<file path="src/rtl/l2_tag_mon_pkg.sv">
// Shared constants and types for the L2 tag-bank request/response latency monitor.
package l2_tag_mon_pkg;

  localparam int unsigned    NUM_REQ_CH_DEF     = 4;
  localparam logic [3:0]     MANDATORY_MASK_DEF = 4'b0011;
  localparam int unsigned    MAX_LAT_DEF        = 50;
  localparam int unsigned    OUTSTANDING_DEF    = 4;
  localparam int unsigned    LAT_W_DEF          = 8;
  localparam int unsigned    CNT_W_DEF          = 16;
  localparam int unsigned    NUM_ERR            = 4;

  typedef enum logic [1:0] {
    ERR_PROTOCOL,
    ERR_TIMEOUT,
    ERR_OVERFLOW,
    ERR_UNEXPECTED
  } err_e;

  typedef struct packed {
    logic                 valid;
    logic                 flagged;
    logic [LAT_W_DEF-1:0] age;
  } age_entry_t;

  function automatic logic [LAT_W_DEF-1:0] age_inc(logic [LAT_W_DEF-1:0] a);
    return (&a) ? a : a + 1'b1;
  endfunction

endpackage

</file>
<file path="src/rtl/l2_tag_mon_age_fifo.sv">
// Circular FIFO of in-flight request ages; every valid entry ages by one per cycle (saturating).
module l2_tag_mon_age_fifo
  import l2_tag_mon_pkg::*;
#(
  parameter int unsigned DEPTH = OUTSTANDING_DEF,
  parameter int unsigned OCC_W = $clog2(DEPTH + 1)
) (
  input  logic             clk,
  input  logic             rst,
  input  logic             push_i,
  input  logic             pop_i,
  input  logic             mark_i,
  output logic             full_o,
  output logic             empty_o,
  output logic [OCC_W-1:0] count_o,
  output age_entry_t       head_o,
  output age_entry_t       next_o
);

  localparam int unsigned PtrW = (DEPTH > 1) ? $clog2(DEPTH) : 1;

  age_entry_t       mem_q [DEPTH];
  age_entry_t       mem_d [DEPTH];
  logic [PtrW-1:0]  rd_q, rd_d, wr_q, wr_d, nxt_ptr;
  logic [OCC_W-1:0] cnt_q, cnt_d;
  logic             pop_ok, push_ok;

  function automatic logic [PtrW-1:0] ptr_inc(logic [PtrW-1:0] p);
    return (p == PtrW'(DEPTH - 1)) ? '0 : p + 1'b1;
  endfunction

  always_comb begin
    empty_o = (cnt_q == '0);
    full_o  = (cnt_q == OCC_W'(DEPTH));
    count_o = cnt_q;
    pop_ok  = pop_i & ~empty_o;
    push_ok = push_i & (~full_o | pop_ok);
    nxt_ptr = ptr_inc(rd_q);
    head_o  = mem_q[rd_q];
    next_o  = (cnt_q > OCC_W'(1)) ? mem_q[nxt_ptr] : '0;
    rd_d    = pop_ok ? nxt_ptr : rd_q;
    wr_d    = push_ok ? ptr_inc(wr_q) : wr_q;
    cnt_d   = cnt_q + OCC_W'(push_ok) - OCC_W'(pop_ok);
    for (int unsigned i = 0; i < DEPTH; i++) begin
      mem_d[i] = mem_q[i];
      if (mem_q[i].valid) mem_d[i].age = age_inc(mem_q[i].age);
    end
    if (pop_ok) mem_d[rd_q] = '0;
    // A new entry is born at age 0 and aged by this same edge.
    if (push_ok) mem_d[wr_q] = '{valid: 1'b1, flagged: 1'b0, age: LAT_W_DEF'(1)};
    if (mark_i && mem_d[rd_d].valid) mem_d[rd_d].flagged = 1'b1;
  end

  always_ff @(posedge clk or posedge rst) begin
    if (rst) begin
      mem_q <= '{default: '0};
      rd_q  <= '0;
      wr_q  <= '0;
      cnt_q <= '0;
    end else begin
      mem_q <= mem_d;
      rd_q  <= rd_d;
      wr_q  <= wr_d;
      cnt_q <= cnt_d;
    end
  end

endmodule

</file>
<file path="src/rtl/l2_tag_req_latency_monitor.sv">
// Protocol and latency monitor for the L2 tag bank flex channels; drives nothing into the datapath.
// Define L2_TAG_MON_SVA_EN to embed assertions on rising sticky flags plus coverage points.
module l2_tag_req_latency_monitor
  import l2_tag_mon_pkg::*;
#(
  parameter int unsigned           NUM_REQ_CH     = NUM_REQ_CH_DEF,
  parameter logic [NUM_REQ_CH-1:0] MANDATORY_MASK = MANDATORY_MASK_DEF,
  parameter int unsigned           MAX_LAT        = MAX_LAT_DEF,
  parameter int unsigned           OUTSTANDING    = OUTSTANDING_DEF,
  parameter int unsigned           LAT_W          = LAT_W_DEF,
  parameter int unsigned           CNT_W          = CNT_W_DEF
) (
  input  logic                               clk,
  input  logic                               rst,
  input  logic [NUM_REQ_CH-1:0]              req_valid,
  input  logic [NUM_REQ_CH-1:0]              req_ready,
  input  logic                               rsp_valid,
  input  logic                               rsp_ready,
  input  logic                               flush_active,
  input  logic                               clear,
  output logic                               err_protocol,
  output logic                               err_timeout,
  output logic                               err_overflow,
  output logic                               err_unexpected,
  output logic [$clog2(OUTSTANDING+1)-1:0]   outstanding,
  output logic [LAT_W-1:0]                   lat_last,
  output logic [LAT_W-1:0]                   lat_max,
  output logic [CNT_W-1:0]                   req_cnt
);

  localparam int unsigned OccW = $clog2(OUTSTANDING + 1);

  // Entry ages are sized by the shared package type.
  if (LAT_W != LAT_W_DEF) begin : g_lat_w_check
    $error("LAT_W must equal l2_tag_mon_pkg::LAT_W_DEF");
  end

  logic [NUM_REQ_CH-1:0] hs, seen_q, seen_d, pend_q, pend_d;
  logic                  group_done, push, rsp_hs, pop_ok, timeout_ev;
  logic                  fifo_full, fifo_empty;
  age_entry_t            head, next_head, cand;
  logic [NUM_ERR-1:0]    err_ev, err_q, err_d;
  logic [LAT_W-1:0]      lat_last_q, lat_last_d, lat_max_q, lat_max_d, lat_max_base;
  logic [CNT_W-1:0]      req_cnt_q, req_cnt_d;

  always_comb begin
    hs         = req_valid & req_ready;
    pend_d     = req_valid & ~req_ready;
    group_done = &(seen_q | hs | ~MANDATORY_MASK);
    seen_d     = group_done ? '0 : (seen_q | hs);
    push       = group_done & ~flush_active;
    rsp_hs     = rsp_valid & rsp_ready & ~flush_active;
    pop_ok     = rsp_hs & ~fifo_empty;
    // Timeout is judged on whichever entry is oldest after this edge.
    cand       = pop_ok ? next_head : head;
    timeout_ev = cand.valid & ~cand.flagged & (32'(age_inc(cand.age)) > MAX_LAT);

    err_ev                 = '0;
    err_ev[ERR_PROTOCOL]   = (|(pend_q & ~req_valid)) | (|(hs & seen_q));
    err_ev[ERR_TIMEOUT]    = timeout_ev;
    err_ev[ERR_OVERFLOW]   = push & fifo_full & ~pop_ok;
    err_ev[ERR_UNEXPECTED] = rsp_hs & fifo_empty;
    err_d                  = (clear ? '0 : err_q) | err_ev;

    lat_max_base = clear ? '0 : lat_max_q;
    lat_last_d   = clear ? '0 : lat_last_q;
    lat_max_d    = lat_max_base;
    if (pop_ok) begin
      lat_last_d = head.age;
      if (head.age > lat_max_base) lat_max_d = head.age;
    end
    req_cnt_d = (clear ? '0 : req_cnt_q) + CNT_W'(group_done);
  end

  l2_tag_mon_age_fifo #(
    .DEPTH (OUTSTANDING),
    .OCC_W (OccW)
  ) u_age_fifo (
    .clk     (clk),
    .rst     (rst),
    .push_i  (push),
    .pop_i   (rsp_hs),
    .mark_i  (timeout_ev),
    .full_o  (fifo_full),
    .empty_o (fifo_empty),
    .count_o (outstanding),
    .head_o  (head),
    .next_o  (next_head)
  );

  always_ff @(posedge clk or posedge rst) begin
    if (rst) begin
      seen_q     <= '0;
      pend_q     <= '0;
      err_q      <= '0;
      lat_last_q <= '0;
      lat_max_q  <= '0;
      req_cnt_q  <= '0;
    end else begin
      seen_q     <= seen_d;
      pend_q     <= pend_d;
      err_q      <= err_d;
      lat_last_q <= lat_last_d;
      lat_max_q  <= lat_max_d;
      req_cnt_q  <= req_cnt_d;
    end
  end

  assign err_protocol   = err_q[ERR_PROTOCOL];
  assign err_timeout    = err_q[ERR_TIMEOUT];
  assign err_overflow   = err_q[ERR_OVERFLOW];
  assign err_unexpected = err_q[ERR_UNEXPECTED];
  assign lat_last       = lat_last_q;
  assign lat_max        = lat_max_q;
  assign req_cnt        = req_cnt_q;

`ifdef L2_TAG_MON_SVA_EN
  for (genvar i = 0; i < NUM_ERR; i++) begin : g_err_sva
    a_err_rise : assert property (@(posedge clk) disable iff (rst) !$rose(err_q[i]))
      else $error("l2_tag_req_latency_monitor: sticky error %0d raised", i);
  end
  c_full : cover property (@(posedge clk) disable iff (rst) outstanding == OccW'(OUTSTANDING));
  c_lat_max : cover property (@(posedge clk) disable iff (rst) lat_max_q == LAT_W'(MAX_LAT));
`endif

endmodule
</file>
<file path="config.mk">
export PLATFORM = sky130hd
export DESIGN_NAME = l2_tag_req_latency_monitor
export DESIGN_NICKNAME = d
export VERILOG_FILES = /design/src/rtl/l2_tag_mon_pkg.sv /design/src/rtl/l2_tag_mon_age_fifo.sv /design/src/rtl/l2_tag_req_latency_monitor.sv
export SDC_FILE = /design/constraint.sdc
export NUM_CORES = 1
export LEC_CHECK = 0
export CAP_MARGIN = 10
export CORE_AREA = 3 3 115 117
export DETAILED_ROUTE_END_ITERATION = 7
export DIE_AREA = 0 0 118 120
export SLEW_MARGIN = 20
export SYNTH_ARGS = -nofsm -noshare
export SYNTH_HDL_FRONTEND = slang
export SYNTH_HIERARCHICAL = 1
export SYNTH_SLANG_ARGS = --single-unit
</file>
<file path="constraint.sdc">
create_clock -name clk -period 6.9 [get_ports clk]
set_input_delay 0.69 -clock clk [delete_from_list [all_inputs] [get_ports clk]]
set_output_delay 0.69 -clock clk [all_outputs]
set_load 0.05 [all_outputs]
</file>
==> flow_summary.json, run 1 <==
{
  "outcome": "finished clean",
  "synth_edf_count": 0,
  "first_iter_violations": 239,
  "mostFrequentLayoutCells": "dfrtp_1, clkdlybuf4s50_1, nor2_1",
  "period_share_pct": 64.27,
  "pwr-share-seq_pct": 34.5,
  "grt_setup_unrepaired": "false",
  "synth-main-ff-cell": "dfrtp_1",
  "synthDistinctLibCells": 60,
  "die_x_um": 118,
  "synth.avg_cell_area_um2": 10.41,
  "cts_root_buf": "clkbuf_16",
  "top_layer": "met4",
  "path_class": "reg2reg",
  "seq_area_frac_synth_pct": 41.81,
  "min_period_ps": 4434,
  "grt_pass1_vias": 4073,
  "seqCellArea_um2": 2277,
  "route.met2.wl_mm": 5.911,
  "port_buffers": 52,
  "synth_area_um2": 5446,
  "power_density_nw_per_um2": 432.1,
  "firstDrtPassIters": 5,
  "drive_gt1_share_pct": 11.13,
  "worst_setup_path_start_kind": "flop",
  "post-route-drc-count": 0,
  "ir_drop_mv": 0.2119,
  "syn-instance-count": 523,
  "coreArea_um2": 12470,
  "worst-path-max-fanout": 16,
  "hold_path.class": "reg2reg",
  "r2r_slack_ps": 2470,
  "hold_violations": 0,
  "initial_utilization_pct": 43.69,
  "worstPathRequired_ps": 7190,
  "insertion_delay_ps": 360,
  "post_dp_cell_area_um2": 6106,
  "routedWlPerCell_um": 16.43,
  "place_hpwl_mm": 9.061,
  "whs_ps": 483.6,
  "area_growth_pct": 18.08,
  "cts_tree": "built",
  "wl_met3_um": 374,
  "gp_congestion": 0.8382,
  "wl_met1_mm": 5.843,
  "slew_viol_final": 0,
  "ys_warn_count": 6,
  "wl_mm": 12.27,
  "sw_frac_of_total_pct": 42.10,
  "h-tree-depth": 3,
  "setup_viol": 0,
  "fp.dieH_um": 120,
  "multiInputGateArea_um2": 2980,
  "worst_pin_slew_ps": 877.6,
  "pwr-share-clk_pct": 19.6,
  "syn_nets": 564,
  "cts.sinks": 91,
  "grt_remaining_overflow": 0,
  "critPathCaptureType": "flop",
  "layout.cells.most_common": "dfrtp_1",
  "ys_ff_latch": 91,
  "async_flop_share_pct": 100.0,
  "p_sw_mw": 1.170,
  "hold_buffers": 0,
  "antennaDiodeCount": 0,
  "clkTransAtPathRegs_ps": 70,
  "detail-route-antenna-nets": 0,
  "ctsResizeCount": 0,
  "pin_count": 53,
  "antenna_found_initial": 0,
  "fin_area_um2": 6431,
  "clock_path_buffers": 2,
  "grtUsageTotal_pct": 18.44,
  "p_leak_nw": 2.781,
  "skew_ps": 8.838,
  "fillers": 1119,
  "via_count": 4135,
  "numCtsBuffers": 9,
  "post-cts-setup-buffers": 0,
  "nets": 611,
  "fin_setup_tns_ps": 0,
  "vias_per_cell": 5.535,
  "slew_headroom_pct": 41.43,
  "grt_pass1_wl_mm": 21.00,
  "p_int_mw": 1.609,
  "arrival_ps": 4730,
  "fmax_mhz": 225.5,
  "grt_max_degree": 48,
  "combPwrFrac_pct": 45.9,
  "rows": 41,
  "dieArea_um2": 14160,
  "p_total_mw": 2.779,
  "max-cap-violations": 0
}
-- registers in the layout, summed over array words and instances (netlist names), 3 cells and up --
register,flops
u_age_fifo/mem_q,40
req_cnt,16
seen_q,4
u_age_fifo/count_o,3
lat_last,8
pend_q,4
lat_max,8
err_q,4
-- Yosys cell counts, types with 2 or more instances --
master      n  area share, %
a2111oi_0   2           0.32
a211oi_1    2           0.28
a211oi_2    4           0.92
a21boi_0    3           0.41
a21o_1      6           0.83
a21o_4      2           0.55
a21oi_1    12            1.1
a22o_1      6           0.96
a31oi_1     5           0.57
a32o_1      5           0.92
and2_1      8           0.92
and3_1      9            1.0
and3b_2     2           0.37
and4_1      8            1.3
buf_2       4           0.37
buf_6       2           0.41
clkbuf_1   10           0.69
dfrtp_1    91             42
ha_1       26            6.0
inv_1      26            1.8
inv_2       2           0.14
mux2i_1    12            2.2
mux4_2     20            8.3
nand2_1    38            2.6
nand2b_1    2           0.23
nand3_1    28            2.6
nand3b_1    3           0.41
nand4_1    11            1.3
nand4_4     2           0.78
nor2_1     48            3.3
nor2b_1    24            2.8
nor3_1     12            1.1
nor3_2      5           0.92
nor3b_1     3           0.41
nor4_4      2           0.78
o2111ai_1   2           0.32
o211ai_1    4           0.55
o21ai_0    27            2.5
o31ai_1     2           0.28
xnor2_1     8            1.3
xor2_1     16            2.6
-- critical path: stages, from the launching register on --
cell and delay, ps:
dfrtp_1 650, ha_1 390, nor2_2 700, mux4_2 590, nor2b_1 170, nand2_1 80, o21ai_0 80, ha_1 290
nor2_1 230, a2111oi_0 120, o311ai_1 330, o31a_1 330, a21boi_0 240, a32o_1 150
-- metal layers --
| metal | vias up | GRT usage [%] |
|---|---|---|
| li1 | 2000 | - |
| met1 | 2062 | 24.50 |
| met2 | 65 | 30.33 |
| met3 | 8 | 3.723 |
| met4 | 0 | 6.300 |
| met5 | - | 0 |
-- area by class of cell --
cell class              instances  share of cell area (%)
clock buffers                  10                   3.560
clock inverters                 6                   1.479
inverters                      28                   1.654
multi-input cells             387                   46.34
flip-flops and latches         91                   35.41
well taps                     172                   3.346
repair buffers                 53                   8.210
-- logic make-up after synthesis --
logic type	after synthesis	synth area share, %
DFF	91	41.81
adders and majority gates	27	6.340
and+or+nand+nor	212	21.87
AOI/OAI and AO/OA	90	11.69
muxes	34	10.96
xor gates and xnor gates	24	3.859
buffers and inverters	45	3.469
-- stage by stage --
step / cells / utilization (%) / setup WS, ps
finish: 747 / 51.59 / 2466
global route: 747 / 51.59 / 2055
CTS: 747 / 51.58 / 2398
detailed placement: 731 / 48.98 / 2444
global placement: 731 / 48.98 / 2697
floorplan: 523 / - / 3767
-- power groups by stage --
stage                     Combinational [mW]  Clock, mW  Sequential (mW)
final                                   1.28      0.544            0.959
after floorplan                        0.932          0            0.967
after global routing                    1.41      0.577            0.998
after CTS                               1.29      0.559            0.959
after detailed placement                1.28          0            0.968
after global placement                  1.25          0            0.960
-- worst paths after layout --
check | cells past startpoint | end | from
max | 13 | u_age_fifo/mem_q[28] | u_age_fifo/rd_q[0]
min | 1 | err_q[1] | err_q[1]
max reg2reg | 13 | u_age_fifo/mem_q[28] | u_age_fifo/rd_q[0]
min reg2reg | 1 | err_q[1] | err_q[1]
max in group asynchronous | 2 | u_age_fifo/mem_q[7] | rst
min in group asynchronous | 3 | err_q[0] | rst
Note: power is estimated with default switching activity, not from simulation.
==> inputs of run 2 (changes only) <==
Clock period 6.9 ns to 4.6 ns, I/O delays scaled along.
==> flow_summary.json, run 2 (synthesis results as in run 1) <==
{
  "grt_pass1_vias": 4203,
  "outcome": "finished clean",
  "place_ws_ps": 629.1,
  "cts.sinks": 91,
  "gp_congestion": 0.9360,
  "setup_viol": 0,
  "detail-route-antenna-nets": 0,
  "critPathCaptureType": "flop",
  "cp_top_family": "compound AO/OA/AOI/OAI gates",
  "fillers": 1149,
  "nets": 614,
  "antenna_found_initial": 0,
  "post_dp_cell_area_um2": 6128,
  "ctsResizeCount": 0,
  "area_growth_pct": 17.96,
  "fmax_mhz": 244.4,
  "ir_drop_mv": 0.2918,
  "grt_pass1_wl_mm": 21.27,
  "fp.dieH_um": 120,
  "vias_per_cell": 5.545,
  "mostFrequentLayoutCells": "dfrtp_1, clkdlybuf4s50_1, nor2_1",
  "critPathMostFrequentCell": "ha_1",
  "drive_gt1_share_pct": 11.59,
  "port_buffers": 52,
  "place_hpwl_mm": 9.307,
  "clock_path_buffers": 2,
  "seqCellArea_um2": 2277,
  "top_register": "u_age_fifo/mem_q",
  "grt_max_degree": 48,
  "p_leak_nw": 2.783,
  "post-cts-setup-buffers": 0,
  "arrival_ps": 4380,
  "cp_slowest_cell": "dfrtp_1",
  "grt_setup_unrepaired": "false",
  "routedWlPerCell_um": 16.70,
  "coreArea_um2": 12470,
  "hold_violations": 0,
  "cp_num_buf_inv": 1,
  "slew_headroom_pct": 42.20,
  "largest_reg_flops": 40,
  "path_class": "reg2reg",
  "power_density_nw_per_um2": 643.3,
  "fin_setup_tns_ps": 0,
  "numCtsBuffers": 9,
  "grt_remaining_overflow": 0,
  "fin_area_um2": 6425,
  "hold_path.class": "reg2reg",
  "max-cap-violations": 0,
  "worst_setup_path_start_kind": "flop",
  "dieArea_um2": 14160,
  "initial_utilization_pct": 43.69,
  "fin_cells": 750,
  "path_cells": "inv_1 -> ha_1 -> mux4_2 -> nor2b_1 -> nand2_1 -> o21ai_0 -> ha_1 -> nor2_1 -> a2111oi_0 -> o311ai_1 -> o31a_1 -> a21boi_0 -> a32o_1",
  "grtUsageTotal_pct": 18.68,
  "min_period_ps": 4091,
  "pin_count": 53,
  "clkTransAtPathRegs_ps": 60,
  "layout.cells.most_common": "dfrtp_1",
  "worst_pin_slew_ps": 867.0,
  "hold_buffers": 0,
  "slew_viol_final": 0,
  "post-route-drc-count": 0,
  "worstPathRequired_ps": 4890,
  "h-tree-depth": 3,
  "multiInputGateArea_um2": 2980,
  "first_iter_violations": 264,
  "skew_ps": 5.290,
  "p_total_mw": 4.133,
  "slowest_delay_ps": 710,
  "wl_mm": 12.53,
  "cts_tree": "built",
  "dpl.cell_count": 734,
  "worst-path-max-fanout": 15,
  "cts_root_buf": "clkbuf_16",
  "antennaDiodeCount": 0,
  "period_share_pct": 88.93,
  "via_count": 4159,
  "rows": 41,
  "setup_ws_ps": 509.1,
  "firstDrtPassIters": 4,
  "insertion_delay_ps": 350,
  "die_x_um": 118
}
-- run 2: path summary, 6_finish.rpt --
kind / start / end / slack, ps / cells after the start
min in group asynchronous: rst / err_q[0] / 600 / 3
max in group asynchronous: rst / u_age_fifo/mem_q[22] / 3460 / 2
worst min-delay path: err_q[1] / err_q[1] / 490 / 1
worst min register to register: err_q[1] / err_q[1] / 490 / 1
worst max register to register: u_age_fifo/rd_q[1] / u_age_fifo/mem_q[18] / 510 / 13
worst max-delay path: u_age_fifo/rd_q[1] / u_age_fifo/mem_q[18] / 510 / 13
-- run 2: worst register-to-register path, delay by kind of cell (launching register included) --
kind | cells | cell delay, ps
AND/OR/NAND/NOR | 3 | 470
multiplexers | 1 | 390
adder cells (fa/ha/maj) | 2 | 980
buffers and inverters | 1 | 220
flip-flops | 1 | 710
AO/OA/AOI/OAI | 6 | 1280
-- run 2: power by group --
part | switching, mW | leakage [nW] | internal, mW | total [mW]
combinational | 1.07 | 1.45 | 0.907 | 1.98
sequential | 0.379 | 1.19 | 1.04 | 1.42
clock | 0.304 | 0.145 | 0.433 | 0.737
total | 1.75 | 2.78 | 2.38 | 4.13
-- run 2: layer usage --
| metal | track usage [%] | share of wire [%] | up-vias | wire, um |
|---|---|---|---|---|
| li1 | - | - | 2006 | - |
| met5 | 0 | 0 | - | 0 |
| met1 | 24.26 | 46 | 2044 | 5759 |
| met4 | 8.132 | 2.1 | 0 | 259 |
| met2 | 30.51 | 48 | 92 | 6045 |
| met3 | 3.770 | 3.7 | 17 | 463 |
-- run 2: stage by stage --
step / hold WS (ps) / utilization [%]
3_3_place_gp: 469.7 / 49.16
6_report: 491.5 / 51.54
4_1_cts: 495.6 / 51.53
2_1_floorplan: 462.8 / -
3_5_place_dp: 480.7 / 49.16
5_1_grt: 507.6 / 51.54
-- run 2: layout make-up --
class	instances	share of cell area (%)
clock buffer	11	3.778
sequential	91	35.44
timing repair buffer	56	8.569
tap	172	3.350
multi-input combinational	387	46.39
inverter	28	1.655
clock inverter	5	0.8179
